File: src/rtl/out_data_misr.sv
// out_data_misr: multiple-input signature register that compacts a stream of
// response beats into a SIG_W-bit signature and compares it with a golden
// value. A run is started with a pulse on start and ends after num_vecs beats.
module out_data_misr #(
    parameter int               DATA_W = 96,
    parameter int               SIG_W  = 32,
    parameter int               CNT_W  = 16,
    parameter logic [SIG_W-1:0] SEED   = 32'hFFFF_FFFF,
    parameter logic [SIG_W-1:0] POLY   = 32'h0040_0007
) (
    input  logic              clk,
    input  logic              rst,
    input  logic              start,
    input  logic [CNT_W-1:0]  num_vecs,
    input  logic              resp_valid,
    output logic              resp_ready,
    input  logic [DATA_W-1:0] resp_data,
    input  logic [SIG_W-1:0]  exp_sig,
    output logic [SIG_W-1:0]  sig,
    output logic [CNT_W-1:0]  vec_cnt,
    output logic              done,
    output logic              pass
);

    // The response is zero-extended to a whole number of signature-wide
    // slices so that any DATA_W folds cleanly.
    localparam int NSLICE = (DATA_W + SIG_W - 1) / SIG_W;
    localparam int PAD_W  = NSLICE * SIG_W;

    typedef enum logic [1:0] {
        IDLE = 2'd0,
        RUN  = 2'd1,
        DONE = 2'd2
    } state_t;

    // XOR every SIG_W slice of the (zero-extended) response together.
    function automatic logic [SIG_W-1:0] fold_beat(input logic [DATA_W-1:0] data);
        logic [PAD_W-1:0] padded;
        logic [SIG_W-1:0] acc;
        padded             = '0;
        padded[DATA_W-1:0] = data;
        acc                = '0;
        for (int k = 0; k < NSLICE; k++) begin
            acc = acc ^ padded[k*SIG_W +: SIG_W];
        end
        return acc;
    endfunction

    // One Galois-style shift of the signature with the folded beat mixed in.
    function automatic logic [SIG_W-1:0] misr_step(input logic [SIG_W-1:0] cur,
                                                   input logic [SIG_W-1:0] fold);
        logic [SIG_W-1:0] feedback;
        feedback = cur[SIG_W-1] ? POLY : '0;
        return {cur[SIG_W-2:0], 1'b0} ^ feedback ^ fold;
    endfunction

    state_t           r_state;
    state_t           w_next_state;
    logic [SIG_W-1:0] r_sig;
    logic [CNT_W-1:0] r_cnt;
    logic [CNT_W-1:0] r_target;

    logic             w_ready;
    logic             w_done;
    logic             w_accept;
    logic             w_start_ok;
    logic [CNT_W-1:0] w_cnt_inc;
    logic [SIG_W-1:0] w_fold;
    logic [SIG_W-1:0] w_sig_next;

    // start is only honoured outside RUN; an in-flight run cannot be restarted.
    assign w_start_ok = start & (r_state != RUN);
    // A beat is taken whenever the source offers one while the block is ready.
    assign w_accept   = resp_valid & w_ready;
    // Counter wraps naturally at 2^CNT_W.
    assign w_cnt_inc  = r_cnt + CNT_W'(1);
    assign w_fold     = fold_beat(resp_data);
    assign w_sig_next = misr_step(r_sig, w_fold);

    // State register; reset forces IDLE immediately, independent of clk.
    always_ff @(posedge clk or posedge rst) begin
        if (rst) begin
            r_state <= IDLE;
        end else begin
            r_state <= w_next_state;
        end
    end

    // Next-state and state-decoded outputs; ready depends only on state.
    always_comb begin
        w_next_state = r_state;
        w_ready      = 1'b0;
        w_done       = 1'b0;
        case (r_state)
            IDLE: begin
                if (start) begin
                    w_next_state = (num_vecs != '0) ? RUN : DONE;
                end
            end
            RUN: begin
                w_ready = 1'b1;
                // The beat that brings the count up to target ends the run.
                if (resp_valid && (w_cnt_inc == r_target)) begin
                    w_next_state = DONE;
                end
            end
            DONE: begin
                w_done = 1'b1;
                if (start) begin
                    w_next_state = (num_vecs != '0) ? RUN : DONE;
                end
            end
            default: begin
                w_next_state = IDLE;
            end
        endcase
    end

    // Signature, beat counter and target; start takes priority and never
    // coincides with an accepted beat because ready is low outside RUN.
    always_ff @(posedge clk or posedge rst) begin
        if (rst) begin
            r_sig    <= SEED;
            r_cnt    <= '0;
            r_target <= '0;
        end else if (w_start_ok) begin
            r_sig    <= SEED;
            r_cnt    <= '0;
            r_target <= num_vecs;
        end else if (w_accept) begin
            r_sig    <= w_sig_next;
            r_cnt    <= w_cnt_inc;
        end
    end

    assign resp_ready = w_ready;
    assign done       = w_done;
    assign sig        = r_sig;
    assign vec_cnt    = r_cnt;
    // Combinational so a change of the golden value in DONE shows at once.
    assign pass       = w_done & (r_sig == exp_sig);

endmodule
File: config.mk
export PLATFORM = sky130hd
export DESIGN_NAME = out_data_misr
export DESIGN_NICKNAME = d
export VERILOG_FILES = /design/src/rtl/out_data_misr.sv
export SDC_FILE = /design/constraint.sdc
export NUM_CORES = 1
export LEC_CHECK = 0
export BUFFER_PORTS_ARGS = -buffer_cell sky130_fd_sc_hd__buf_2
export CORE_ASPECT_RATIO = 0.75
export CORE_MARGIN = 3
export CORE_UTILIZATION = 28
export DETAILED_ROUTE_END_ITERATION = 12
export PLACE_DENSITY_LB_ADDON = 0.08
export SYNTH_ARGS = -nofsm -noshare
export SYNTH_HDL_FRONTEND = slang
export SYNTH_SLANG_ARGS = --single-unit
export TNS_END_PERCENT = 100
File: constraint.sdc
create_clock -name clk -period 5.69 [get_ports clk]
set_clock_uncertainty 0.05 [all_clocks]
set_input_delay 0.2845 -clock clk [delete_from_list [all_inputs] [get_ports clk]]
set_output_delay 0.2845 -clock clk [all_outputs]
set_load 0.02 [all_outputs]
Word level (Yosys, flattened, before mapping)
Index checks and enable logic that the tools add are counted.

operators by class
  reductions and logical operators = 6
  muxes and demuxes = 11
  equal/unequal tests = 7
  add/subtract/negate cells = 1
  bitwise gates (word level) = 7

operators by type and width
  kind                                                  count
  bitwise XOR 32 bit                                    3
  2-to-1 mux 32 bit                                     2
  equality test 32 bit                                  1
  2-to-1 mux 16 bit                                     2
  bitwise XOR 32 x 23 -> 32 bit                         1
  2-to-1 mux 23 bit                                     1
  adder 16 x 1 -> 16 bit (second input constant)        1
  equality test 16 bit                                  1
  nonzero test 16 bit                                   1
  2-to-1 mux 2 bit                                      3
  != test 2 x 1 -> 1 bit (second input constant)        2
  one-hot mux 2 bit (2 select lines)                    1
  AND 1 bit                                             3
  equality test 2 x 1 -> 1 bit (second input constant)  1
  equality test 2 bit (second input constant)           1
  zero test 2 bit                                       1
  2-to-1 mux 1 bit                                      2
  != test 2 bit (second input constant)                 1
  AND reduction 2 bit                                   1
  nonzero test 2 bit                                    1
  OR reduction 2 bit                                    1
  logical AND 1 bit                                     1

storage, ports and cells
  register bits = 66
  input port bits = 148
  output and inout port bits = 51
  logic and storage cells = 36

Logic depth before layout (Yosys ltp)
  word-level depth = 5
  gate-level depth with buffers = 8
  depth with buffers taken out = 7

Least setup slack after synthesis
Ideal clock, no wire load.

  kind = register to output
  from = register r_sig[4], in the netlist sig[4]
  to = output port pass
  path slack = 3.407 ns
  stages on the path, launching flop included = 6
  data required time = 5.356 ns
  buffers on the path = 0
  arrival = 1.949 ns
  cells stage by stage = dfstp_2 > xnor2_1 > nand4_1 > nor4_1 > nand4_1 > nor4_1

between the ends
  word-level cells in the longest chain between the ends = 2

RTL lines
  element                 line  text
  start, declared         59    logic [SIG_W-1:0] r_sig;
  start signal, assigned  131   r_sig <= w_sig_next;
  equality test 32 bit    141   assign pass = w_done & (r_sig == exp_sig);
  AND 1 bit               141
  end, declared           22    output logic pass

Every way passes these cells.

Worst setup path after layout
  from = register r_sig[23], in the netlist sig[23]
  to = output port pass

The elaborated chain is that of the path after synthesis.

==> out/metrics.csv <==
stage,metric,value,unit
logic_synthesis,Post-Syn Area,4510,µm²
floorplan,I/O Pins,199,
outcome,status,completed,
pwr,Pleak,0.00251,µW
pwr,Peak VDD IR,0.000169,V
critical_path,Crit path arrival time,2230,ps
floorplan,Core Region,15500,µm²
detailed_routing,WL per Instance,16.9,µm
logic_synthesis,Synth area leaders,"xnor2_1, dfrtp_1, dfstp_2",
grt,largest net degree at the start of global routing,67,
clock_tree,H-tree Lvls,3,
timing,RSZ-0062 raised after global routing,no,
critical_path,crit path capture type,primary output,
timing,f_max,391,MHz
detailed_routing,First DRT Iteration DRCs,227,
critical_path,sum of buffers and inverters on the critical path,1,
detailed_routing,vias per cell,4.65,
critical_path,Critical Path Source,sig[23],
pwr,Clk pwr share,0.214,
logic_synthesis,YS warnings,0,
clock_tree,Clock Sinks,66,
clock_tree,clk_lat worst skew,340,ps
critical_path,critical-path cell list,xor2_1 -> nor4_1 -> nand4_1 -> nor4_1 -> buf_2,
detailed_routing,WL final,14600,µm
worst_hold_path,HP Start,num_vecs[14],
logic_synthesis,"count leader, synth",xnor2_1,
grt,All-Layer GR Usage,0.160,
grt,vias in the first global route,3886,
grt,global-route wire length before repair,22200,µm
critical_path,worst setup path category,reg -> out,
logic_synthesis,post-synthesis cell type count,51,
place,GP Congestion,0.812,
logic_synthesis,Yosys top cell area share,0.258,
timing,final setup violation count,0,
timing,Worst slew margin,0.309,
critical_path,crit path launch type,register,
clock_tree,post-cts resize count,0,
detailed_routing,Routed Antenna Nets,0,
pwr,Combinational Power Share,0.426,
pwr,Internal,1650,µW
logic_synthesis,asr flop ratio synth,1.00,
timing,count of final max-slew check failures,0,
critical_path,largest fanout on the critical path,4,
critical_path,reg2reg start,r_state[1],
timing,Fin. Hold Viols,0,
clock_tree,CTS max path bufs,2,
detailed_routing,iteration count of the initial detailed-routing pass,6,
logic_synthesis,syn nets,614,
logic_synthesis,"EDFF count, synth",0,
floorplan,Vert. Die Dim,116,µm
floorplan,# rows,39,
logic_synthesis,synth cell count leaders,"xnor2_1, nor2_1, dfrtp_1",
worst_hold_path,Hold/Removal Path Class,in -> reg,
critical_path,worst stage delay on the critical path,570,ps
pwr,sw power,1090,µW
place,Port Buffer Count,198,
detailed_routing,Residual DRC,0,
timing,total negative slack,0,ps
critical_path,Most common cell on crit path,nor4_1,
critical_path,cell count of the worst reg-to-reg path,7,
worst_hold_path,hold depth,2,
timing,Final min period,2560,ps
critical_path,Critical Path RT,5360,ps
place,DP HPWL,11500,µm
critical_path,cell family with most CP delay,simple AND/OR/NAND/NOR gates,
pwr,total power,2740,µW
logic_synthesis,Seq cells post-synth,66,
floorplan,Die W,153,µm
clock_tree,CTS tree,built,
logic_synthesis,"Top FF cell, synth",dfrtp_1,
layout,ant diodes,0,
floorplan,total die area,17700,µm²
clock_tree,Post-CTS Setup Bufs,0,
detailed_routing,vias,4012,
pwr,Sw Share,0.397,
layout,final core occ,0.385,
clock_tree,hold_buf cts,0,
floorplan,initial cell density of the core,0.291,
pwr,Seq pwr share,0.360,
clock_tree,CTS Buf Count,9,
logic_synthesis,synthesized area per cell,9.71,µm²
grt,initial antenna violation count,0,
timing,Worst Tran Pin Value,1040,ps
logic_synthesis,"Seq/Total Area, Yosys",0.375,
layout,ratio of cells with drive above 1 in the final layout,0.418,
layout,Total Nets Final,802,
logic_synthesis,"area leader, netlist",xnor2_1,
grt,grt ovf,0,
layout,Area Growth Syn to Fin,32.3,%
logic_synthesis,Post-Syn Instances,465,
timing,Tcrit/Tclk final,0.450,
pwr,PD cells,459,nW/µm²
clock_tree,"Reg clk slew, reported paths",60,ps
critical_path,"slowest stage cell, crit path",nor4_1,
clock_tree,Clock Tree Root,clkbuf_16,
critical_path,WP depth,5,
run,max-cap violations,0,
-- through the flow --
step / instances / worst slack [ps] / hold WS [ps] / instance area (µm²)
finish: 863 / 3130 / 143 / 5970
global route: 863 / 3010 / 135 / 5970
CTS: 863 / 3110 / 128 / 5970
detailed placement: 847 / 3220 / 473 / 5660
global placement: 847 / 3280 / 470 / 5660
floorplan: 465 / 3410 / 385 / 4510
-- sequential cells by signal, summed over array words and instances, names as in the netlist --
name and flops:
sig 32, r_target 16, vec_cnt 16, r_state 2
-- power groups by stage --
stage | sequential (µW) | combinational [µW] | clock, µW
final | 986 | 1170 | 586
after global routing | 1020 | 1280 | 629
after CTS | 991 | 1190 | 607
after detailed placement | 999 | 1180 | 0
after global placement | 987 | 1180 | 0
after floorplan | 1080 | 708 | 0
-- layout make-up --
cell class / count / area [µm²]
repair buffers: 201 / 1010
inverters: 6 / 22.5
well taps: 205 / 256
multi-input cells: 369 / 2670
clock buffers: 11 / 254
fillers: 1604 / 9550
clock inverters: 5 / 60.1
flip-flops and latches: 66 / 1690
-- worst paths after layout --
check	to	slack, ps
max in group asynchronous	r_target[1]	4860
worst min-delay path	r_target[14]	140
worst min register to register	sig[16]	480
worst max register to register	vec_cnt[5]	3230
min in group asynchronous	vec_cnt[12]	170
worst max-delay path	pass	3130
-- cell families after synthesis --
group / after synthesis / synth area share
compound gates: 81 / 0.114
xor+xnor: 151 / 0.293
fa+ha+maj: 1 / 0.00277
buf+inv: 30 / 0.0333
flops: 66 / 0.375
mux: 17 / 0.0421
simple gates: 119 / 0.140
-- cells in the final DEF (no fill, tap or decap), types with 2 or more instances in the layout --
cell / n
dfrtp_1: 34
dfstp_2: 32
xor2_1: 18
buf_2: 198
o21ai_0: 18
nand3_1: 6
nand4_1: 10
nor3b_1: 5
mux2_2: 16
buf_4: 3
a31oi_1: 4
xnor2_1: 133
nor4_1: 10
a21oi_1: 33
o31ai_1: 4
o211ai_1: 4
and4_1: 4
clkbuf_16: 10
nor2_1: 40
inv_1: 5
nand2_1: 27
and2_1: 2
o41ai_1: 4
a22o_1: 2
o2111ai_1: 2
nor3_1: 4
a2111oi_2: 2
-- layer usage --
layer,GRT usage,part of all wire
met4,0.0457,0.013
met1,0.236,0.49
met3,0.0414,0.062
met5,0,0
met2,0.230,0.44
No activity file was read; power rests on OpenSTA's default activity.
